[config.mk]
export PLATFORM = sky130hd
export DESIGN_NAME = pipe_scoreboard
export DESIGN_NICKNAME = d
export VERILOG_FILES = /design/src/rtl/pipe_scoreboard.sv
export SDC_FILE = /design/constraint.sdc
export NUM_CORES = 1
export LEC_CHECK = 0
export BUFFER_PORTS_ARGS = -buffer_cell sky130_fd_sc_hd__buf_4
export CAP_MARGIN = 20
export CORE_MARGIN = 3
export CORE_UTILIZATION = 45
export CTS_CLUSTER_DIAMETER = 120
export DETAILED_ROUTE_END_ITERATION = 10
export HOLD_SLACK_MARGIN = 0.08
export PLACE_DENSITY = 0.66
export RECOVER_POWER = 50
export SLEW_MARGIN = 20
export SYNTH_ARGS = -nofsm -noshare
export SYNTH_HDL_FRONTEND = slang
export SYNTH_SLANG_ARGS = --single-unit
[constraint.sdc]
create_clock -name clk -period 3.3 [get_ports clk]
set_clock_uncertainty 0.2 [all_clocks]
set_input_delay 0.165 -clock clk [delete_from_list [all_inputs] [get_ports clk]]
set_output_delay 0.165 -clock clk [all_outputs]
set_load 0.05 [all_outputs]
[src/rtl/pipe_scoreboard.sv]
// Register-write scoreboard for an in-order pipeline: per-register in-flight write
// counters drive a combinational freeze on RAW hazards and counter/total saturation.
module pipe_scoreboard #(
  parameter int REG_AW    = 5,
  parameter int CNT_W     = 2,
  parameter int OUT_W     = 4,
  parameter int WB_BYPASS = 1
) (
  input  logic                   clk,
  input  logic                   rst,
  input  logic                   issue_valid,
  input  logic                   issue_wb_en,
  input  logic [REG_AW-1:0]      issue_dst,
  input  logic [REG_AW-1:0]      issue_src1,
  input  logic [REG_AW-1:0]      issue_src2,
  input  logic                   src2_used,
  input  logic                   cancel,
  input  logic                   wb_valid,
  input  logic [REG_AW-1:0]      wb_dst,
  output logic                   freeze,
  output logic [2**REG_AW-1:0]   pending,
  output logic [OUT_W-1:0]       outstanding,
  output logic                   err_underflow
);

  localparam int NREGS = 2**REG_AW;
  localparam logic [CNT_W-1:0] CMAX = '1;
  localparam logic [OUT_W-1:0] OMAX = '1;

  logic [CNT_W-1:0] cnt     [NREGS];
  logic [CNT_W-1:0] cnt_nxt [NREGS];
  logic [OUT_W-1:0] out_q, out_nxt;
  logic             err_q;

  logic wb_hit, dec, underflow, inc;
  logic byp1, byp2, hz1, hz2, st_dst, st_out;

  always_comb begin
    wb_hit    = wb_valid && (wb_dst != '0);
    dec       = wb_hit && (cnt[wb_dst] != '0);
    underflow = wb_hit && (cnt[wb_dst] == '0);

    // A writeback retiring the last in-flight write to a source frees it this cycle.
    byp1 = (WB_BYPASS != 0) && wb_valid && (wb_dst == issue_src1)
           && (cnt[issue_src1] == CNT_W'(1));
    byp2 = (WB_BYPASS != 0) && wb_valid && (wb_dst == issue_src2)
           && (cnt[issue_src2] == CNT_W'(1));
    hz1  = (cnt[issue_src1] != '0) && !byp1;
    hz2  = src2_used && (cnt[issue_src2] != '0) && !byp2;

    st_dst = issue_wb_en && (cnt[issue_dst] == CMAX) && !(dec && (wb_dst == issue_dst));
    st_out = (out_q == OMAX) && !dec;

    freeze = !rst && issue_valid && !cancel && (hz1 || hz2 || st_dst || st_out);
    inc    = issue_valid && !cancel && !freeze && issue_wb_en && (issue_dst != '0);
  end

  always_comb begin
    for (int unsigned i = 0; i < NREGS; i++) begin
      cnt_nxt[i] = cnt[i] + CNT_W'(inc && (issue_dst == REG_AW'(i)))
                          - CNT_W'(dec && (wb_dst == REG_AW'(i)));
    end
    cnt_nxt[0] = '0;
    out_nxt    = out_q + OUT_W'(inc) - OUT_W'(dec);
  end

  always_ff @(posedge clk or posedge rst) begin
    if (rst) begin
      for (int unsigned i = 0; i < NREGS; i++) cnt[i] <= '0;
      out_q <= '0;
      err_q <= 1'b0;
    end else begin
      for (int unsigned i = 0; i < NREGS; i++) cnt[i] <= cnt_nxt[i];
      out_q <= out_nxt;
      if (underflow) err_q <= 1'b1;
    end
  end

  always_comb begin
    for (int unsigned i = 0; i < NREGS; i++) pending[i] = (cnt[i] != '0);
  end

  assign outstanding   = out_q;
  assign err_underflow = err_q;

endmodule
==> impl_metrics.toml <==
[clocking]
cts_root_buf = "clkbuf_16"
htreeDepth = 3
cts_tree = "done"
clock_latency_ps = 360
cts_made_buffers = 9
clk_pin_slew_ps = 60
cts_buffer_depth = 2
cts_sinks = 67

[logic_synthesis]
ys_warn_count = 0
synth_cell_type_count = 54
netlist_area_mm2 = 0.006300
seq_area_frac_synth_pct = 26.61
netlist_top_cells_area = "dfrtp_1 27%, mux4_2 15%, ha_1 13%"
ys_ff_latch = 67
yosysTopAreaCell = "dfrtp_1"
synth-async-reset-ratio_pct = 100.0
yosysTopAreaCellShare_pct = 26.61
syn_area_per_cell_um2 = 9.984
synth-edff-count = 0
syn_nets = 726
syn_inst = 631
synthFlopType = "dfrtp_1"

[pwr]
power.static_leakage_nw = 3.923
ir_drop_mv = 0.7559
power_mw = 7.263
power_density_mw_per_mm2 = 840.8

[setup_path]
cp-start-kind = "register"
r2r_cells = 14
timing.rr.end = "cnt[19]$_DFF_PP0_"
end_kind = "register"
cp_max_fo = 9
worst-r2r-setup-slack_ps = -440
crit_end = "cnt[19]$_DFF_PP0_"
critPathKind = "register to register"
timing.rr.start = "cnt[32]$_DFF_PP0_"
cp.required_ps = 3330
crit_slowest_cell = "mux4_2"
cp_top_family = "multiplexers"
worst_path_most_repeated_cell = "ha_1"
path_cells = "mux4_2, mux2_2, a221oi_2, or4_1, o211ai_1, nor4_4, buf_12, buf_4, o21ai_1, ha_1, inv_1, ha_1, xnor2_2, xnor2_1"
cp-startpoint = "cnt[32]$_DFF_PP0_"
cp_num_buf_inv = 3
crit_cells = 14
cp.arrival_ps = 3780
max_stage_delay_ps = 510

[finish]
syn_to_final_growth_pct = 37.12
final_common_cell = "buf_4"
finalNetCount = 905
fin_cells = 991
diodes = 0
final_cell_mix = "179 x buf_4, 72 x nor2_1, 66 x dfrtp_1"
drive_above_1_share_pct = 45.28

[floorplan]
coreArea_mm2 = 0.01345
die-area_mm2 = 0.01546
die_h_um = 124.3
start_util_pct = 46.83
top_level_ports = 65
chipWidth_um = 124.3
num_rows = 42

[timing]
final.setup.tns_ps = -19400
tightestPinTransition_ps = 1790
slew_headroom_pct = -19.34
setup_violations = 67
fin_ws_ps = -441.5
drv_slew = 68
grt_setup_unrepaired = "yes"
fin_crit_sh_pct = 113.4
hold_viol = 0
fin_crit_ps = 3741
fmax_ghz = 0.2673

[run_status]
violations = "capacitance limit, slew limit, setup timing"
outcome = "complete, but fails checks"

[grt]
grt_max_degree = 68
grt_pass1_wl_um = 33600
grt_usage_pct = 27.94
grt_antenna_before_repair = 0
first_global_vias = 6003
grt_overflow = 0

[placement]
portBuffers = 63
dp_cells = 969
globalplace.congestion = 0.9669
dp.final_hpwl_um = 16900

[routing]
first_iter_violations = 560
via_per_inst = 5.877
ant_nets = 0
drc = 0
routedWlPerCell_um = 22.30
vias = 5824
wl_um = 22100
first_pass_iters = 5

[min_path]
holdCritPathClass = "register to register"

[job]
cap_viol_max_count = 1
Yosys cell counts, types with 5 or more instances:
cell type  instances
buf_2             11
clkbuf_1          17
ha_1              67
or2_2             31
o21ai_0           31
a2111oi_0          5
mux4_2            41
nand2b_1           6
buf_1              5
inv_1             50
nor3_1            11
xor2_1            12
nand3_1           11
a21oi_1            5
xnor2_1           67
dfrtp_1           67
nand2_1           21
nand3b_1           6
nor2b_1            6
nor2_1            73
mux2_2             9
mux2i_1           13
through the flow:
stage	hold WS (ps)	cell area, um^2	worst slack [ps]	util [%]
5_1_grt	300.2	8638	-529.5	64.21
6_report	281.5	8638	-441.5	64.21
3_3_place_gp	260.0	7965	-402.7	59.21
2_1_floorplan	273.6	6395	-244.2	-
4_1_cts	285.9	8417	-337.8	62.57
3_5_place_dp	265.3	7965	-434.9	59.21
timing repair:
| action | 4_1_cts | 5_1_grt |
|---|---|---|
| setup endpoints to repair | 67 | 67 |
| resized for setup | 31 | 54 |
| cloned | 0 | 2 |
| setup buffers | 1 | 2 |
| hold endpoints to repair | 67 | 0 |
| pin swaps | 0 | 45 |
| hold buffers | 1 | 0 |
layer usage:
layer  vias up  GRT usage, %  wire length, um  part of all wire, %
li1       2594             -                -                    -
met1      2807         38.64             9014                   41
met2       364         43.29            10250                   46
met3        59         6.904             2254                   10
met4         0         9.026              582                  2.6
met5         -             0                0                    0
cells by family after synthesis:
group	synth area share [%]
flops	26.61
simple gates	14.50
compound gates	7.904
mux	20.00
fa+ha+maj	13.62
buf+inv	6.316
other cells	0.05953
xor+xnor	10.98
registers in the layout (all words and copies together) (netlist names):
name           cells
cnt               62
outstanding        4
err_underflow      1
how the worst min path moves through the flow:
| stage | startpoint | to | slack, ps | cells after the start |
|---|---|---|---|---|
| floorplan | cnt[9]$_DFF_PP0_ | cnt[9]$_DFF_PP0_ | 270 | 1 |
| global route | err_underflow$_DFFE_PP0P_ | err_underflow$_DFFE_PP0P_ | 300 | 1 |
| CTS | err_underflow$_DFFE_PP0P_ | err_underflow$_DFFE_PP0P_ | 290 | 1 |
| finish | err_underflow$_DFFE_PP0P_ | err_underflow$_DFFE_PP0P_ | 280 | 1 |
| global placement | err_underflow$_DFFE_PP0P_ | err_underflow$_DFFE_PP0P_ | 260 | 1 |
| detailed placement | err_underflow$_DFFE_PP0P_ | err_underflow$_DFFE_PP0P_ | 270 | 1 |
where the power goes:
group          switching [mW]  internal (mW)  total [mW]
Sequential              0.483           1.21        1.69
Combinational            2.42           2.13        4.55
Clock                   0.410          0.610        1.02
area by class of cell:
class / count / area, um^2
Fill cell: 1108 / 4815
Timing Repair Buffer: 207 / 1614
Clock buffer: 11 / 242.7
Sequential cell: 67 / 1678
Inverter: 50 / 187.7
Clock inverter: 5 / 61.31
Multi-Input combinational cell: 475 / 4634
Tap cell: 176 / 220.2
(Power assumes the default switching activity.)
